==> src/rtl/ecfg_pkg.sv <==
// ecfg_pkg: register map, field positions, AXI response codes and FSM states for ecfg_regs
package ecfg_pkg;
    localparam logic [2:0] REG_SYSRESET = 3'd0;
    localparam logic [2:0] REG_ELINKCFG = 3'd1;
    localparam logic [2:0] REG_TXFORCE  = 3'd2;
    localparam logic [2:0] REG_RXCFG    = 3'd3;
    localparam logic [2:0] REG_FILT_LO  = 3'd4;
    localparam logic [2:0] REG_FILT_HI  = 3'd5;
    localparam logic [2:0] REG_COREID   = 3'd6;
    localparam logic [2:0] REG_VERSION  = 3'd7;
    localparam int F_ELINK_EN    = 0;
    localparam int F_LCLKDIV     = 1;
    localparam int F_CTRLMODE    = 4;
    localparam int F_LOOPBACK    = 8;
    localparam int F_FORCE_MODE  = 9;
    localparam int F_FILTER_MODE = 16;
    localparam logic [1:0] RESP_OKAY   = 2'b00;
    localparam logic [1:0] RESP_SLVERR = 2'b10;
    localparam logic [31:0] VERSION = 32'h0001_0000;
    typedef enum logic [1:0] {ST_IDLE, ST_WRESP, ST_RRESP} state_t;
    function automatic logic [31:0] byte_merge(input logic [31:0] old, input logic [31:0] wd, input logic [3:0] strb);
        logic [31:0] r;
        for (int i = 0; i < 4; i++) r[8*i+:8] = strb[i] ? wd[8*i+:8] : old[8*i+:8];
        return r;
    endfunction
endpackage

==> src/rtl/ecfg_regs.sv <==
// ecfg_regs: AXI4-Lite register file driving the static elink ecfg_* configuration pins.
// Ports: s_axi_* AXI4-Lite slave (clock s_axi_aclk, sync active-low reset s_axi_aresetn);
//   ecfg_sw_reset RST_CYCLES-long pulse on SYSRESET write of bit0=1; remaining ecfg_* are
//   registered config fields. Define ECFG_RX_FILTER_EN to implement the RX filter registers;
//   otherwise they read 0, ignore writes and the filter outputs are tied 0 (pass all).
module ecfg_regs import ecfg_pkg::*; #(
    parameter int SAW = 32,
    parameter int SDW = 32,
    parameter int EIDW = 12,
    parameter int VMW = 4,
    parameter int MAW = 32,
    parameter int RST_CYCLES = 16,
    parameter logic [EIDW-1:0] COREID_RST = 12'h810
) (
    input  logic            s_axi_aclk,
    input  logic            s_axi_aresetn,
    input  logic [SAW-1:0]  s_axi_awaddr,
    input  logic            s_axi_awvalid,
    output logic            s_axi_awready,
    input  logic [SDW-1:0]  s_axi_wdata,
    input  logic [3:0]      s_axi_wstrb,
    input  logic            s_axi_wvalid,
    output logic            s_axi_wready,
    output logic [1:0]      s_axi_bresp,
    output logic            s_axi_bvalid,
    input  logic            s_axi_bready,
    input  logic [SAW-1:0]  s_axi_araddr,
    input  logic            s_axi_arvalid,
    output logic            s_axi_arready,
    output logic [SDW-1:0]  s_axi_rdata,
    output logic [1:0]      s_axi_rresp,
    output logic            s_axi_rvalid,
    input  logic            s_axi_rready,
    output logic            ecfg_sw_reset,
    output logic [EIDW-1:0] ecfg_coreid,
    output logic            ecfg_elink_en,
    output logic [1:0]      ecfg_lclkdiv,
    output logic [3:0]      ecfg_ctrlmode,
    output logic            ecfg_tx_loopback_mode,
    output logic            ecfg_tx_force_mode,
    output logic [8:0]      ecfg_tx_force_data,
    output logic [VMW-1:0]  ecfg_rx_remap_addr,
    output logic [1:0]      ecfg_rx_filter_mode,
    output logic [MAW-1:0]  ecfg_rx_filter_lo_addr,
    output logic [MAW-1:0]  ecfg_rx_filter_hi_addr
);
    localparam int CW = $clog2(RST_CYCLES + 1);

    state_t           r_state, w_state_nxt;
    logic             w_wr_acc, w_rd_acc, w_werr, w_rerr, w_wen, w_sw_start;
    logic [2:0]       w_wsel, w_rsel;
    logic [SDW-1:0]   w_regs [8];
    logic [SDW-1:0]   w_merged;
    logic [CW-1:0]    r_cnt, w_cnt_nxt;
    logic             r_sw_reset;
    logic [1:0]       r_bresp, r_rresp;
    logic [SDW-1:0]   r_rdata;
    logic             r_elink_en, r_loopback, r_force_mode;
    logic [1:0]       r_lclkdiv;
    logic [3:0]       r_ctrlmode;
    logic [8:0]       r_force_data;
    logic [VMW-1:0]   r_remap;
    logic [EIDW-1:0]  r_coreid;
    logic [1:0]       w_filter_mode;
    logic [MAW-1:0]   w_filt_lo, w_filt_hi;
    logic             w_unused;

    // Reset is folded into the accepts so no ready is raised while held in reset.
    assign w_wr_acc = s_axi_aresetn && r_state == ST_IDLE && s_axi_awvalid && s_axi_wvalid;
    assign w_rd_acc = s_axi_aresetn && r_state == ST_IDLE && s_axi_arvalid && !(s_axi_awvalid && s_axi_wvalid);
    assign w_wsel = s_axi_awaddr[4:2];
    assign w_rsel = s_axi_araddr[4:2];
    assign w_werr = |s_axi_awaddr[SAW-1:5];
    assign w_rerr = |s_axi_araddr[SAW-1:5];
    assign w_wen = w_wr_acc && !w_werr;
    assign w_merged = byte_merge(w_regs[w_wsel], s_axi_wdata, s_axi_wstrb);
    assign w_sw_start = w_wen && w_wsel == REG_SYSRESET && s_axi_wstrb[0] && s_axi_wdata[0];
    assign w_cnt_nxt = w_sw_start ? CW'(RST_CYCLES) : (r_cnt != '0 ? r_cnt - CW'(1) : r_cnt);

    always_comb begin
        w_state_nxt = r_state;
        case (r_state)
            ST_IDLE:  w_state_nxt = w_wr_acc ? ST_WRESP : (w_rd_acc ? ST_RRESP : ST_IDLE);
            ST_WRESP: w_state_nxt = s_axi_bready ? ST_IDLE : ST_WRESP;
            ST_RRESP: w_state_nxt = s_axi_rready ? ST_IDLE : ST_RRESP;
            default:  w_state_nxt = ST_IDLE;
        endcase
    end

    // Read view of every register; also the base that byte-lane writes merge into.
    always_comb begin
        w_regs = '{default: '0};
        w_regs[REG_SYSRESET][0] = r_sw_reset;
        w_regs[REG_ELINKCFG][F_ELINK_EN] = r_elink_en;
        w_regs[REG_ELINKCFG][F_LCLKDIV+:2] = r_lclkdiv;
        w_regs[REG_ELINKCFG][F_CTRLMODE+:4] = r_ctrlmode;
        w_regs[REG_ELINKCFG][F_LOOPBACK] = r_loopback;
        w_regs[REG_ELINKCFG][F_FORCE_MODE] = r_force_mode;
        w_regs[REG_TXFORCE][8:0] = r_force_data;
        w_regs[REG_RXCFG][VMW-1:0] = r_remap;
        w_regs[REG_RXCFG][F_FILTER_MODE+:2] = w_filter_mode;
        w_regs[REG_FILT_LO][MAW-1:0] = w_filt_lo;
        w_regs[REG_FILT_HI][MAW-1:0] = w_filt_hi;
        w_regs[REG_COREID][EIDW-1:0] = r_coreid;
        w_regs[REG_VERSION] = VERSION;
    end

    always_ff @(posedge s_axi_aclk) begin
        if (!s_axi_aresetn) begin
            r_state <= ST_IDLE;
            r_cnt <= '0;
            r_sw_reset <= 1'b0;
            r_bresp <= RESP_OKAY;
            r_rresp <= RESP_OKAY;
            r_rdata <= '0;
        end else begin
            r_state <= w_state_nxt;
            r_cnt <= w_cnt_nxt;
            r_sw_reset <= w_cnt_nxt != '0;
            if (w_wr_acc) r_bresp <= w_werr ? RESP_SLVERR : RESP_OKAY;
            if (w_rd_acc) begin
                r_rresp <= w_rerr ? RESP_SLVERR : RESP_OKAY;
                r_rdata <= w_rerr ? '0 : w_regs[w_rsel];
            end
        end
    end

    always_ff @(posedge s_axi_aclk) begin
        if (!s_axi_aresetn) begin
            r_elink_en <= 1'b0;
            r_lclkdiv <= '0;
            r_ctrlmode <= '0;
            r_loopback <= 1'b0;
            r_force_mode <= 1'b0;
            r_force_data <= '0;
            r_remap <= '0;
            r_coreid <= COREID_RST;
        end else if (w_wen) begin
            if (w_wsel == REG_ELINKCFG) begin
                r_elink_en <= w_merged[F_ELINK_EN];
                r_lclkdiv <= w_merged[F_LCLKDIV+:2];
                r_ctrlmode <= w_merged[F_CTRLMODE+:4];
                r_loopback <= w_merged[F_LOOPBACK];
                r_force_mode <= w_merged[F_FORCE_MODE];
            end
            if (w_wsel == REG_TXFORCE) r_force_data <= w_merged[8:0];
            if (w_wsel == REG_RXCFG) r_remap <= w_merged[VMW-1:0];
            if (w_wsel == REG_COREID) r_coreid <= w_merged[EIDW-1:0];
        end
    end

`ifdef ECFG_RX_FILTER_EN
    logic [1:0]     r_filter_mode;
    logic [MAW-1:0] r_filt_lo, r_filt_hi;
    always_ff @(posedge s_axi_aclk) begin
        if (!s_axi_aresetn) begin
            r_filter_mode <= '0;
            r_filt_lo <= '0;
            r_filt_hi <= '0;
        end else if (w_wen) begin
            if (w_wsel == REG_RXCFG) r_filter_mode <= w_merged[F_FILTER_MODE+:2];
            if (w_wsel == REG_FILT_LO) r_filt_lo <= w_merged[MAW-1:0];
            if (w_wsel == REG_FILT_HI) r_filt_hi <= w_merged[MAW-1:0];
        end
    end
    assign w_filter_mode = r_filter_mode;
    assign w_filt_lo = r_filt_lo;
    assign w_filt_hi = r_filt_hi;
`else
    assign w_filter_mode = '0;
    assign w_filt_lo = '0;
    assign w_filt_hi = '0;
`endif

    assign w_unused = ^{s_axi_awaddr[1:0], s_axi_araddr[1:0], w_merged};

    assign s_axi_awready = w_wr_acc;
    assign s_axi_wready = w_wr_acc;
    assign s_axi_arready = w_rd_acc;
    assign s_axi_bvalid = r_state == ST_WRESP;
    assign s_axi_bresp = r_bresp;
    assign s_axi_rvalid = r_state == ST_RRESP;
    assign s_axi_rresp = r_rresp;
    assign s_axi_rdata = r_rdata;
    assign ecfg_sw_reset = r_sw_reset;
    assign ecfg_coreid = r_coreid;
    assign ecfg_elink_en = r_elink_en;
    assign ecfg_lclkdiv = r_lclkdiv;
    assign ecfg_ctrlmode = r_ctrlmode;
    assign ecfg_tx_loopback_mode = r_loopback;
    assign ecfg_tx_force_mode = r_force_mode;
    assign ecfg_tx_force_data = r_force_data;
    assign ecfg_rx_remap_addr = r_remap;
    assign ecfg_rx_filter_mode = w_filter_mode;
    assign ecfg_rx_filter_lo_addr = w_filt_lo;
    assign ecfg_rx_filter_hi_addr = w_filt_hi;
endmodule

==> config.mk <==
export PLATFORM = sky130hd
export DESIGN_NAME = ecfg_regs
export DESIGN_NICKNAME = d
export VERILOG_FILES = /design/src/rtl/ecfg_pkg.sv /design/src/rtl/ecfg_regs.sv
export SDC_FILE = /design/constraint.sdc
export NUM_CORES = 1
export LEC_CHECK = 0
export ABC_AREA = 1
export CAP_MARGIN = 10
export CORE_UTILIZATION = 38
export CTS_BUF_LIST = sky130_fd_sc_hd__clkbuf_8
export DETAILED_ROUTE_END_ITERATION = 8
export PLACE_DENSITY = 0.84
export REMOVE_ABC_BUFFERS = 1
export SLEW_MARGIN = 5
export SYNTH_ARGS = -nofsm -noshare
export SYNTH_HDL_FRONTEND = slang
export SYNTH_SLANG_ARGS = --single-unit
==> constraint.sdc <==
create_clock -name s_axi_aclk -period 1.92 [get_ports s_axi_aclk]
set_clock_uncertainty 0.05 [all_clocks]
set_input_delay 0.384 -clock s_axi_aclk [delete_from_list [all_inputs] [get_ports s_axi_aclk]]
set_output_delay 0.384 -clock s_axi_aclk [all_outputs]
set_load 0.05 [all_outputs]
; ---- Word-level counts from Yosys, hierarchy flattened
; Cells that the tools add are included.
[word_totals]
regBits = 78
in_bits = 107
output_inout_bits = 142
elab_cells = 65
[op_classes]
add_sub_neg = 1
magnitude_cmp = 2
n_eq_ne = 6
muxes = 18
n_bitwise = 2
n_reduce_logical = 22
[ops]
columns = cell, n
row1 = $bmux W32 S3, 2
row2 = $mux W32, 3
row3 = $reduce_or A27 Y1, 2
row4 = $mux W12, 2
row5 = $logic_and A1 B1 Y1, 10
row6 = $mux W2, 5
row7 = $mux W5, 2
row8 = $reduce_bool A5 Y1, 2
row9 = $ge A4 B4 Y1 const B, 2
row10 = $mux W8, 1
row11 = $not A3 Y4, 2
row12 = $reduce_and A2 Y1, 4
row13 = $eq A3 B2 Y1 const B, 2
row14 = $pmux W2 S3, 1
row15 = $sub A5 B1 Y5 const B, 1
row16 = $mux W4, 1
row17 = $eq A3 B1 Y1 const B, 1
row18 = $eq A3 B3 Y1 const B, 1
row19 = $logic_not A3 Y1, 1
row20 = $eq A2 B1 Y1 const B, 1
row21 = $eq A2 B2 Y1 const B, 1
row22 = $logic_not A1 Y1, 2
row23 = $logic_not A2 Y1, 1
row24 = $mux W1, 1

; ---- Longest topological paths before layout
[depth]
word_depth = 10
depth_mapped = 11
depth_no_buf = 11

; ---- Worst setup path before layout
; No wires, ideal clock.
[synth_path]
path_type = input to register
from = in s_axi_wvalid
to = reg r_force_data[4] (netlist: ecfg_tx_force_data[4])
setup_time_ns = 0.132
arrival_ns = 1.524
setup_slack_ns = 0.214
cell_stages = 7
path_cell_list = nand2_1 > nor2_4 > inv_2 > nor3_4 > nand2_1 > nand2_1 > a21oi_1
[synth_via]
elab_chain_cells = 3
[synth_lines]
columns = item, line_no
row1 = from (decl), ecfg_regs.sv:22  ; input logic s_axi_wvalid,
row2 = $logic_and A1 B1 Y1, ecfg_regs.sv:69  ; assign w_wr_acc = s_axi_aresetn && r_state == ST_IDLE && s_axi_awvalid && s_axi_wvalid;
row3 = named net s_axi_awready, ecfg_regs.sv:19  ; output logic s_axi_awready,
row4 = $logic_and A1 B1 Y1, ecfg_regs.sv:75  ; assign w_wen = w_wr_acc && !w_werr;
row5 = $reduce_and A2 Y1 (no source line), --
row6 = to (signal assigned), ecfg_regs.sv:146  ; if (w_wsel == REG_TXFORCE) r_force_data <= w_merged[8:0];
row7 = to (decl), ecfg_regs.sv:61  ; logic [8:0] r_force_data;
; The timed path passes the listed nets, and every way through them passes these cells.
; A chain may end at the register's enable or synchronous reset.

; ---- Final worst setup path
[layout_path]
from = in s_axi_wvalid
to = out s_axi_awready
[layout_via]
elab_chain_cells = 1
[layout_lines]
columns = item, line_no
row1 = $logic_and A1 B1 Y1, ecfg_regs.sv:69
row2 = to (decl), ecfg_regs.sv:19
; No other way between the ends.

==> flow_summary.ini <==
[critical_path]
slowest_delay_ps = 450
crit_chain = clkdlybuf4s50_1 -> nand2_1 -> nor2_4 -> buf_4 -> buf_12
start_kind = input pin
cp.arrival_ps = 1380
worst-path-max-fanout = 3
critPathTopFamily = buffers and inverters
worst-path-buf-inv = 3
path_class = in -> out
slowest_stage = clkdlybuf4s50_1
cp_data_required_time_ps = 1490
endpoint_kind = primary output

[layout]
layout.nets = 863
drive_above_1_share_pct = 19.2
n_fill_cell = 950
area_delta_synth_final_pct = 43.8
final_area_um2 = 5470
finalNonFillerCells = 893
fin_util_pct = 56.2
n_antenna_cell = 0

[global_routing]
grt_use_total_pct = 22.2
grt_max_degree = 36
antenna_found_initial = 0
grt_pass1_wl_um = 17800
grt_pass1_vias = 3663
grt_overflow = 0

[min_path]
hp-class = reg -> reg

[clocking]
cts_hold_buf = 0
root_buffer = clkbuf_8
cts_buffers = 9
cts_max_path_buffers = 2
cts_tree = yes
cts.htree.levels = 3
clk_latency_ps = 350
clock-sinks = 57
clk_pin_slew_ps = 60

[sta]
fmaxAchievable_mhz = 552
hold_violations = 0
whs_ps = 417
slew_viol_final = 0
period_needed_ps = 1810
fin_crit_sh_pct = 94.3
fin_setup_tns_ps = 0
setup_viol_count_final = 0

[pwr]
ir_drop_uv = 405
powerDensity_nw_per_um2 = 687
p_leak_uw = 0.00247

[die]
die_x_um = 102
ios = 249
start_util_pct = 39.1
die-area_um2 = 10400
die_h_um = 102
coreArea_um2 = 9730
core.rowCount = 36

[route]
first_pass_iters = 5
avgViaCountPerCell = 4.68
vias = 4176
drt_wl_total_um = 11400
ant_nets = 0
drtIter0Drc = 337
wl_per_cell_um = 12.8
drc = 0

[placed_design]
dp_hpwl_um = 8950
placed_area_um2 = 5220
port_buffers = 135
placed_cells = 875
place_congestion = 0.921

[logic_synthesis]
synth_area_um2 = 3800
yosysUniqueCellTypes = 40
seq_area_frac_synth_pct = 30.0
synth-seq-cells = 57
synth.avg_cell_area_um2 = 6.59
synthCells = 577
async_flop_share_pct = 0
synth_top_flop_cell = dfxtp_1
synth_edf_count = 0
synth_warnings = 0

[job]
drv_cap = 0

[status]
status = finished clean
-- worst reg2reg max path, stage by stage, from the launching register on --
cell,delay [ps]
dfxtp_1,320
inv_1,100
nand3_2,100
nor2_4,120
buf_4,120
nand2_1,80
nor2_4,130
nand3_1,180
nand3_1,140
nand2_1,70
nor2_1,100
nor2_1,50
-- cells in the final DEF (no fill, tap or decap), types with 2 or more instances in the layout --
master	netlist	routed
a22oi_1	3	3
buf_12	0	9
o21ai_1	3	4
nand3b_1	8	8
a31oi_1	4	4
nand3_1	35	34
nor2_1	79	78
nor2_4	2	3
nor3_1	10	9
o22ai_1	2	2
nor4_1	2	2
or2_1	2	2
nand3_2	2	3
conb_1	1	87
clkinv_2	0	4
clkbuf_8	0	10
nor3_4	2	2
xor2_1	3	3
nand2_1	135	133
inv_2	6	6
inv_1	26	26
o21ai_0	23	22
or2_2	3	3
o211ai_1	2	2
buf_4	90	93
dfxtp_1	57	57
clkdlybuf4s50_1	0	79
nor2_2	4	4
a21oi_1	48	48
nand4_1	2	2
nand2_2	1	3
-- per-layer routing --
metal | up-vias | global-route usage [%] | part of all wire (%)
met2 | 217 | 37.8 | 49
met5 | - | 0 | 0
met4 | 0 | 8.57 | 1.6
met1 | 1876 | 27.6 | 40
met3 | 21 | 4.31 | 9.5
li1 | 2062 | - | -
-- cell type report --
| type | count | area (µm²) | area share [%] |
|---|---|---|---|
| Clock buffer | 10 | 138 | 2.52 |
| Clock inverter | 6 | 57.6 | 1.05 |
| Inverter | 34 | 133 | 2.43 |
| Multi-Input combinational cell | 470 | 2140 | 39.2 |
| Sequential cell | 57 | 1140 | 20.9 |
| Tap cell | 133 | 166 | 3.04 |
| Timing Repair Buffer | 183 | 1690 | 30.9 |
-- repair_timing --
item,in CTS,in global routing
setup buffers,0,2
endpoints found under the setup margin,1,16
resized for setup,1,8
pin swaps,0,3
-- path summary, 6_finish.rpt --
path | start | endpoint | slack [ps] | depth (start not counted)
max | s_axi_wvalid | s_axi_awready | 110 | 5
min | s_axi_rdata[1]$_SDFFE_PN0P_ | s_axi_rdata[1]$_SDFFE_PN0P_ | 420 | 2
max reg2reg | r_state[0]$_SDFF_PN0_ | ecfg_sw_reset$_SDFF_PN0_ | 250 | 11
min reg2reg | s_axi_rdata[1]$_SDFFE_PN0P_ | s_axi_rdata[1]$_SDFFE_PN0P_ | 420 | 2
-- kinds of logic (layout without fill, tap and decap cells) --
family	Yosys count	after routing	synth area share, %
DFF	57	57	30.0
and+or+nand+nor	290	290	33.6
adders and majority gates	1	1	0.329
AOI/OAI and AO/OA	89	89	12.6
other	1	87	0.0986
xor gates and xnor gates	3	3	0.691
buffers and inverters	136	233	22.7
-- cell usage after synthesis (3+ instances only) --
library cell | n | area, µm²
a21oi_1 | 48 | 240
a22oi_1 | 3 | 22.5
clkbuf_1 | 9 | 33.8
nand3b_1 | 8 | 60.1
nand2_1 | 135 | 507
nor3_1 | 10 | 50.1
inv_2 | 6 | 22.5
dfxtp_1 | 57 | 1140
a31oi_1 | 4 | 25.0
nand3_1 | 35 | 175
xor2_1 | 3 | 26.3
inv_1 | 26 | 97.6
nor2_1 | 79 | 297
o21ai_0 | 23 | 115
or2_2 | 3 | 18.8
nor2_2 | 4 | 25.0
buf_4 | 90 | 676
o21ai_1 | 3 | 15.0
-- registers in the layout, indices dropped and copies added (netlist names) --
name,count
ecfg_tx_loopback_mode,1
s_axi_rresp,1
ecfg_tx_force_data,9
ecfg_elink_en,1
s_axi_bresp,1
ecfg_ctrlmode,4
ecfg_sw_reset,1
ecfg_tx_force_mode,1
r_cnt,5
ecfg_rx_remap_addr,4
ecfg_coreid,12
ecfg_lclkdiv,2
s_axi_rdata,13
r_state,2
-- per-stage QoR --
| stage | setup slack, ps | power, µW |
|---|---|---|
| floorplan | -205 | 2160 |
| global placement | -255 | 2610 |
| detailed placement | -297 | 2630 |
| CTS | 102 | 3750 |
| global route | -10.2 | 3960 |
| finish | 110 | 3760 |
-- power by group --
| group | total (µW) | leakage (µW) | internal (µW) | switching [µW] |
|---|---|---|---|---|
| clock | 1120 | 0.000102 | 624 | 493 |
| combinational | 1350 | 0.00190 | 480 | 874 |
| sequential | 1290 | 0.000461 | 1240 | 43.9 |
| total | 3760 | 0.00247 | 2350 | 1410 |
No activity file was read; power rests on OpenSTA's default activity.
